File: config.mk
export PLATFORM = sky130hd
export DESIGN_NAME = parking_exit_controller
export DESIGN_NICKNAME = d
export VERILOG_FILES = /design/src/rtl/parking_pkg.sv /design/src/rtl/slot_timer.sv /design/src/rtl/parking_exit_controller.sv
export SDC_FILE = /design/constraint.sdc
export NUM_CORES = 1
export LEC_CHECK = 0
export ABC_AREA = 1
export CORE_MARGIN = 4
export CORE_UTILIZATION = 35
export CTS_BUF_LIST = sky130_fd_sc_hd__clkbuf_16
export DETAILED_ROUTE_END_ITERATION = 6
export MAX_ROUTING_LAYER = met4
export PLACE_DENSITY = 0.5
export REMOVE_ABC_BUFFERS = 1
export SLEW_MARGIN = 20
export SYNTH_ARGS = -nofsm -noshare
export SYNTH_HDL_FRONTEND = slang
export SYNTH_SLANG_ARGS = --single-unit
File: constraint.sdc
create_clock -name clk -period 4.53 [get_ports clk]
set_clock_uncertainty 0.2 [all_clocks]
set_input_delay 0.453 -clock clk [delete_from_list [all_inputs] [get_ports clk]]
set_output_delay 0.453 -clock clk [all_outputs]
set_load 0.02 [all_outputs]
File: src/rtl/parking_pkg.sv
// Shared constants for the smart-parking exit path.
// Holds the slot count, slot index width, default timer/fee widths and
// pricing, the FSM state encoding, and a helper that counts free slots.
package parking_pkg;

    localparam int N_SLOTS      = 8;
    localparam int SLOT_W       = 3;
    localparam int CNT_W        = 4;
    localparam int TIMER_W_DEF  = 8;
    localparam int FEE_W_DEF    = 16;
    localparam int BASE_FEE_DEF = 10;
    localparam int RATE_DEF     = 5;

    // Exit FSM encoding: one state per cycle, IDLE->CHECK->BILL->RESP->IDLE
    localparam logic [1:0] ST_IDLE  = 2'd0;
    localparam logic [1:0] ST_CHECK = 2'd1;
    localparam logic [1:0] ST_BILL  = 2'd2;
    localparam logic [1:0] ST_RESP  = 2'd3;

    // Number of zero bits in an occupancy vector
    function automatic logic [CNT_W-1:0] count_free(input logic [N_SLOTS-1:0] occ);
        logic [CNT_W-1:0] n;
        n = '0;
        for (int i = 0; i < N_SLOTS; i++) begin
            if (!occ[i]) n = n + 1'b1;
        end
        return n;
    endfunction

endpackage

File: src/rtl/slot_timer.sv
// Per-slot dwell timer.
// Ports:
//   clk    - system clock, rising edge
//   reset  - synchronous active-high reset, clears the count
//   clear  - restart the count at zero; wins over tick
//   tick   - advance by one (caller gates this with slot occupancy)
//   count  - current dwell time in ticks, saturating at all ones
module slot_timer #(
    parameter int W = 8
) (
    input  logic         clk,
    input  logic         reset,
    input  logic         clear,
    input  logic         tick,
    output logic [W-1:0] count
);

    always_ff @(posedge clk) begin
        if (reset) begin
            count <= '0;
        end else if (clear) begin
            count <= '0;
        end else if (tick && (count != '1)) begin
            count <= count + 1'b1;
        end
    end

endmodule

File: src/rtl/parking_exit_controller.sv
// Exit controller for the smart-parking system.
// Owns the occupancy register, accepts entries from the entry path, runs a
// dwell timer per slot and services exit requests with a four-cycle
// IDLE->CHECK->BILL->RESP handshake that returns a fee or an empty-slot error.
// Ports:
//   clk, reset        - system clock; synchronous active-high reset
//   tick              - time-base pulse advancing timers of occupied slots
//   entry_valid       - park_location is valid this cycle
//   park_location     - slots being entered (multi-hot allowed)
//   exit_valid        - exit request, held by the requester until accepted
//   exit_ready        - high in IDLE only
//   exit_slot         - index of the departing slot
//   fee_valid         - one-cycle pulse qualifying fee and exit_error
//   fee               - amount due, zero outside RESP or on error
//   exit_error        - requested slot was empty
//   entry_error       - pulse: an entry hit an already occupied slot
//   parking_capacity  - occupancy register, 1 = occupied
//   free_count        - number of free slots
//   full              - every slot occupied
module parking_exit_controller
    import parking_pkg::*;
#(
    parameter int TIMER_W  = TIMER_W_DEF,
    parameter int FEE_W    = FEE_W_DEF,
    parameter int BASE_FEE = BASE_FEE_DEF,
    parameter int RATE     = RATE_DEF
) (
    input  logic               clk,
    input  logic               reset,
    input  logic               tick,
    input  logic               entry_valid,
    input  logic [N_SLOTS-1:0] park_location,
    input  logic               exit_valid,
    output logic               exit_ready,
    input  logic [SLOT_W-1:0]  exit_slot,
    output logic               fee_valid,
    output logic [FEE_W-1:0]   fee,
    output logic               exit_error,
    output logic               entry_error,
    output logic [N_SLOTS-1:0] parking_capacity,
    output logic [CNT_W-1:0]   free_count,
    output logic               full
);

    localparam int PW = TIMER_W + FEE_W;

    logic [1:0]         state;
    logic [N_SLOTS-1:0] occupancy;
    logic [N_SLOTS-1:0] entry_set;
    logic [N_SLOTS-1:0] entry_hit;
    logic [N_SLOTS-1:0] exit_clear;
    logic [N_SLOTS-1:0] timer_clear;
    logic [TIMER_W-1:0] timer_val [N_SLOTS];
    logic [SLOT_W-1:0]  slot_q;
    logic               occ_hit;
    logic [TIMER_W-1:0] timer_q;
    logic [FEE_W-1:0]   fee_r;
    logic               err_r;
    logic               entry_error_r;
    logic [PW-1:0]      product;
    logic [PW:0]        fee_sum;
    logic [FEE_W-1:0]   fee_calc;

    // Entries only land on free slots; hits on occupied slots are flagged.
    // The slot under BILL is still occupied here, so a same-cycle entry on
    // it is rejected while the exit clears it.
    always_comb begin
        entry_set  = entry_valid ? (park_location & ~occupancy) : '0;
        entry_hit  = entry_valid ? (park_location & occupancy) : '0;
        exit_clear = '0;
        if ((state == ST_BILL) && occ_hit) exit_clear[slot_q] = 1'b1;
        timer_clear = entry_set | exit_clear;
    end

    // Fee = BASE_FEE + timer*RATE computed wide enough never to wrap,
    // then clamped to the output width.
    always_comb begin
        product  = PW'(timer_q) * PW'(RATE);
        fee_sum  = {1'b0, product} + (PW+1)'(BASE_FEE);
        fee_calc = (|fee_sum[PW:FEE_W]) ? '1 : fee_sum[FEE_W-1:0];
    end

    genvar gi;
    generate
        for (gi = 0; gi < N_SLOTS; gi++) begin : g_timer
            slot_timer #(.W(TIMER_W)) u_timer (
                .clk   (clk),
                .reset (reset),
                .clear (timer_clear[gi]),
                .tick  (tick & occupancy[gi]),
                .count (timer_val[gi])
            );
        end
    endgenerate

    // Occupancy register and the registered entry-collision pulse
    always_ff @(posedge clk) begin
        if (reset) begin
            occupancy     <= '0;
            entry_error_r <= 1'b0;
        end else begin
            occupancy     <= (occupancy | entry_set) & ~exit_clear;
            entry_error_r <= |entry_hit;
        end
    end

    // Exit FSM: latch slot, sample occupancy/timer, bill, respond
    always_ff @(posedge clk) begin
        if (reset) begin
            state   <= ST_IDLE;
            slot_q  <= '0;
            occ_hit <= 1'b0;
            timer_q <= '0;
            fee_r   <= '0;
            err_r   <= 1'b0;
        end else begin
            case (state)
                ST_IDLE: begin
                    if (exit_valid) begin
                        slot_q <= exit_slot;
                        state  <= ST_CHECK;
                    end
                end
                ST_CHECK: begin
                    occ_hit <= occupancy[slot_q];
                    timer_q <= timer_val[slot_q];
                    state   <= ST_BILL;
                end
                ST_BILL: begin
                    if (occ_hit) begin
                        fee_r <= fee_calc;
                        err_r <= 1'b0;
                    end else begin
                        fee_r <= '0;
                        err_r <= 1'b1;
                    end
                    state <= ST_RESP;
                end
                ST_RESP: state <= ST_IDLE;
                default: state <= ST_IDLE;
            endcase
        end
    end

    assign exit_ready       = (state == ST_IDLE);
    assign fee_valid        = (state == ST_RESP);
    assign fee              = (state == ST_RESP) ? fee_r : '0;
    assign exit_error       = (state == ST_RESP) ? err_r : 1'b0;
    assign entry_error      = entry_error_r;
    assign parking_capacity = occupancy;
    assign free_count       = count_free(occupancy);
    assign full             = &occupancy;

endmodule

Word level (Yosys, flattened, before mapping)
Cells that the tools add are included.
- register bits after elaboration: 104
- input port bits: 16
- output and inout port bits: 33
- logic and storage cells: 112
- add/sub/neg operators: 16
- multipliers: 1
- order comparisons: 3
- equal/unequal tests: 12
- muxes and demuxes: 25
- bitwise gates (word level): 16
- reduce and logical (&&, ||, !) cells: 23
- operators by type and width (operator ; count):
    adder 8 x 1 -> 8 bit, second input constant ; 8
    inequality test 8 bit, second input constant ; 8
    2-to-1 mux 16 bit ; 3
    2-to-1 mux 8 bit ; 5
    adder 4 x 1 -> 4 bit, second input constant ; 7
    2-to-1 mux 4 bit ; 7
    AND 8 bit ; 3
    binary-select mux 8 bit (select 3 bit) ; 1
    inverter 8 bit ; 2
    bitwise OR 8 bit ; 2
    OR reduction 2 bit ; 8
    adder 11 x 4 -> 12 bit, second input constant ; 1
    multiplier 8 x 3 -> 11 bit, second input constant ; 1
    logical AND 1 bit ; 10
    OR reduction 9 bit, first input constant ; 1
    AND 1 bit ; 8
    one-hot mux 2 bit (4 select lines) ; 1
    AND reduction 8 bit ; 1
    OR reduction 8 bit ; 1
    2-to-1 mux 1 bit ; 5
    == test 2 bit, second input constant ; 2
    >= comparator 4 bit, second input constant ; 1
    < comparator 3 x 4 -> 1 bit, second input constant ; 1
    inverter 3 -> 4 bit ; 1
    other kinds (8) ; 8

Logic depth before layout (Yosys ltp)
- depth after elaboration: 15
- mapped depth: 25
- depth with buffers taken out: 25

Hierarchy
Synthesis repeated with hierarchy kept, for this count alone.
- cells, all modules: 1077
- area total of the unflattened synthesis: 6860.3 µm²
- modules (own cells, without submodules) (module ; times used ; cells each ; area an instance (µm²) ; seq. area each (µm²)):
    slot_timer ; 8 ; 73 ; 460.4 ; 160.2
    parking_exit_controller ; 1 ; 493 ; 3176.8 ; 700.7

Worst setup path before layout
OpenSTA, ideal clock, no wires.
- kind: reg-to-output
- from: register occupancy[0], in the netlist parking_capacity[0]
- to: output free_count[2]
- arrival time: 3359 ps
- path slack: 518 ps
- cell stages (with the launch flop): 22
- path through: dfxtp_1 > inv_1 > ha_1 > inv_1 > nand2_4 > nand2_4 > inv_2 > nand2_1 > nand3_1 > nand2_1 > ha_1 > or2_2 > nand3_2 > nand2_2 > nand2_2 > nand2_2 > ha_1 > nand2_1 > nand2_2 > ha_1 > nand2_1 > xor2_1
- cells in the longest elaborated chain, start to end: 15
- ends and longest elaborated chain (what ; line ; RTL):
    from (decl) ; parking_exit_controller.sv:48 ; logic [N_SLOTS-1:0] occupancy;
    from (signal assigned) ; parking_exit_controller.sv:102 ; occupancy <= (occupancy | entry_set) & ~exit_clear;
    2-to-1 mux 1 bit (*) ; parking_pkg.sv:25 ; if (!occ[i]) n = n + 1'b1;
    adder 4 x 1 -> 4 bit ; parking_pkg.sv:25 ;
    2-to-1 mux 4 bit (*) ; parking_pkg.sv:25 ;
    adder 4 x 1 -> 4 bit ; parking_pkg.sv:25 ;
    2-to-1 mux 4 bit (*) ; parking_pkg.sv:25 ;
    adder 4 x 1 -> 4 bit ; parking_pkg.sv:25 ;
    2-to-1 mux 4 bit (*) ; parking_pkg.sv:25 ;
    adder 4 x 1 -> 4 bit ; parking_pkg.sv:25 ;
    2-to-1 mux 4 bit (*) ; parking_pkg.sv:25 ;
    adder 4 x 1 -> 4 bit ; parking_pkg.sv:25 ;
    2-to-1 mux 4 bit (*) ; parking_pkg.sv:25 ;
    adder 4 x 1 -> 4 bit ; parking_pkg.sv:25 ;
    2-to-1 mux 4 bit (*) ; parking_pkg.sv:25 ;
    adder 4 x 1 -> 4 bit ; parking_pkg.sv:25 ;
    2-to-1 mux 4 bit (*) ; parking_pkg.sv:25 ;
    to (decl) ; parking_exit_controller.sv:41 ; output logic [CNT_W-1:0] free_count,
Every way passes the cells marked *; elsewhere a longest branch is shown, timed or not.

Worst setup path after layout
- from: register occupancy[0], in the netlist parking_capacity[0]
- to: output free_count[1]
The elaborated chain is that of the path after synthesis.

==> summary.txt <==
=============================================================================
Number of global-route vias before repair                                5227
Met1 Track Usage GR                                                     24.6%
I/O pin cnt                                                                49
Slowest Stage Delay on Critical Path                                   340 ps
Number of flops mapped to enable cells by yosys                             0
FF+latch count, synth                                                      99
Global routing usage summed across all routing layers                   17.6%
Maximum number of pins on one net before global-route repair               31
Post-synthesis area per instance                                     6.86 um2
Total via count in the routed design                                     5716
Share of synthesized registers carrying an async set or reset              0%
Global-route track usage on met3                                        3.05%
Core area                                                           16800 um2
Total CTS buffers                                                           9
Dominant cell type by area after synthesis                       sky130_fd_sc_hd__dfxtp_1
Warnings from Yosys                                                         0
Max Cap Viol                                                                0
DP HPWL                                                              12800 um
GR Util met2                                                            26.1%
Final weighted congestion in routability-driven placement               0.891
Most congested layer reported by global routing                          met2
Clock tree from TritonCTS                                               built
Antenna diode instance count                                                0
Count of final hold-check violations                                        0
Time the worst path needs with I/O delays and setup                   4260 ps
Maximum operating frequency                                           235 MHz
Count of buffers inserted at the top-level ports                           43
Commonest cells post-synth                                       sky130_fd_sc_hd__nand2_1, sky130_fd_sc_hd__inv_1, sky130_fd_sc_hd__dfxtp_1
Vias per cell                                                            4.99
TritonCTS sink count                                                       99
Placement-stage worst setup slack                                      205 ps
Critical path buffers and inverters                                         4
Wirelength per Cell                                                   14.3 um
Status                                                           complete, no violations
Buffer levels on the longest clock path                                     2
Global-route wire length before repair                               27000 um
Number of setup buffers added after CTS                                     0
Fraction of final layout cells sized beyond drive strength 1            6.80%
HP Class                                                         flip-flop to flip-flop
Die width                                                              140 um
Crit path required time                                               3880 ps
Top flip-flop cell by instance count after synthesis             sky130_fd_sc_hd__dfxtp_1
Actual transition at the worst max-transition pin                      812 ps
Clock-pin transition on the worst setup and hold timing paths           70 ps
Area added between synthesis and finish                                 16.6%
Worst-path cell with the longest stage delay                     sky130_fd_sc_hd__dfxtp_1
P per Cell Area                                                    421 nW/um2
Sequential fraction of the synthesis area                               32.7%
Final wirelength                                                     16400 um
Critical path type                                               flip-flop to output port
Nature of the critical path endpoint                              output port
CTS Root Buffer Type                                             sky130_fd_sc_hd__clkbuf_16
Initial antenna violation count                                             0
1st-iter DRT viols                                                        343
CP startpoint kind                                                  flip-flop
Share of the cycle needed by the critical path after routing            94.0%
First-pass DRT Iterations                                                   5
Die footprint                                                       19500 um2
Hold_ws                                                                265 ps
Number of nets with antenna violations after detailed routing               0
Critical path fanouts, max                                                  5
Residual DRC                                                                0
Area share of the leading cell type in the synthesized netlist          32.7%
Syn Inst Count                                                            882
Die height                                                             140 um
Worst voltage drop across the vdd grid                               0.191 mV
Number of endpoints failing setup at the final stage                        0
Overall power consumption                                             2970 uW
Design area                                                          7060 um2
Clock insertion delay at the later pin of the skew report              350 ps
Most instantiated library cell after synthesis                   sky130_fd_sc_hd__nand2_1
List of cells traversed by the critical path                     inv_2 > ha_4 > inv_1 > nand2_4 > nand2_4 > inv_2 > nand2_1 > nand3_1 > nand2_1 > ha_1 > or2_2 > nand3_2 > nand2_2 > nand2_2 > nand2_2 > ha_1 > nand2_1 > nand2_2 > ha_1 > nand2_1 > o21ai_0 > clkdlybuf4s15_1
Synth area leaders                                               sky130_fd_sc_hd__dfxtp_1, sky130_fd_sc_hd__nand2_1, sky130_fd_sc_hd__inv_1, sky130_fd_sc_hd__ha_1, sky130_fd_sc_hd__a21oi_1
Placed Instance Area                                                 6690 um2
Starting utilization of the core area                                   36.1%
Final total negative setup slack                                         0 ps
Distinct cell type count after synthesis                                   46
GRT overflow                                                                0
Final Max Tran Viols                                                        0
Arrival @ worst endpoint                                              3600 ps
Least setup slack across all paths after layout                        272 ps
Total standard cell area after synthesis                             6050 um2
Largest delay contributor family on the critical path            simple AND/OR/NAND/NOR gates
Slew Limit Headroom                                                     45.8%
Row count                                                                  47
Count of nets after finishing                                             976
CTS H-tree lvls                                                             3
Static Leak                                                        0.00290 uW
RSZ-0062 raised after global routing                                       no
=============================================================================
## per-layer routing
metal	up-vias	wire length [um]	share of wire, %
met3	21	729	4.4
met1	2579	8240	50
met5	-	0	0
li1	3016	-	-
met4	0	301	1.8
met2	100	7120	43
## tightest hold or removal path: cells and delay by family, from the launching register on
| kind | cells | cell delay [ps] |
|---|---|---|
| compound gates | 1 | 50 |
| simple gates | 1 | 60 |
| flops | 1 | 310 |
## worst paths after layout
kind,cells after the start,start,slack [ps],endpoint
max,22,parking_capacity[0]$_SDFF_PP0_,270,free_count[1]
min,2,fee_r[3]$_SDFFE_PP0P_,270,fee_r[3]$_SDFFE_PP0P_
max reg2reg,15,timer_q[0]$_SDFFE_PP0N_,1840,fee_r[10]$_SDFFE_PP0P_
min reg2reg,2,fee_r[3]$_SDFFE_PP0P_,270,fee_r[3]$_SDFFE_PP0P_
## logic make-up after synthesis
kind of cell / share of synthesized area (%)
other: 0.0619
AND/OR/NAND/NOR: 26.3
AO/OA/AOI/OAI: 20.6
adder cells (fa/ha/maj): 8.19
flip-flops: 32.7
XOR/XNOR: 0.723
buffers and inverters: 11.4
## cell type report
cell class | count | area (um2)
clock buffer | 9 | 225
clock inverter | 7 | 139
fill | 1802 | 9700
inverter | 148 | 561
multi-input combinational | 614 | 3410
sequential | 99 | 1980
tap | 220 | 275
timing repair buffer | 49 | 470
## report_power, final
group	switching, uW	leakage (uW)	internal (uW)	total [uW]
registers	70.4	0.000803	941	1010
clock network	354	0.000180	596	950
logic	651	0.00192	362	1010
total	1080	0.00290	1900	2970
## registers in the layout, indices dropped and copies added (netlist names), 2 cells and up
signal	count
slot_q	3
fee_r	11
state	2
g_timer.u_timer.count	64
parking_capacity	8
timer_q	8
## what timing repair did
item | in CTS | in global routing
hold buffers | 0 | 0
endpoints found under the setup margin | 3 | 3
resized for setup | 4 | 6
gates cloned | 0 | 0
## stage by stage
stage          utilization (%)  instances
2_1_floorplan                -        861
3_3_place_gp              39.9       1130
3_5_place_dp              39.9       1130
4_1_cts                   42.1       1146
5_1_grt                   42.1       1146
6_report                  42.1       1146
## cell usage in the layout (no fill, tap or decap), drive strengths merged, types with 10 or more instances in the layout
master,n
nand2,189
inv,146
dfxtp,99
a21oi,88
o21ai,83
nand3,66
nor2,54
clkdlybuf4s50,40
ha,38
nor3,12
nand4,10
clkbuf,10
(Power assumes the default switching activity.)
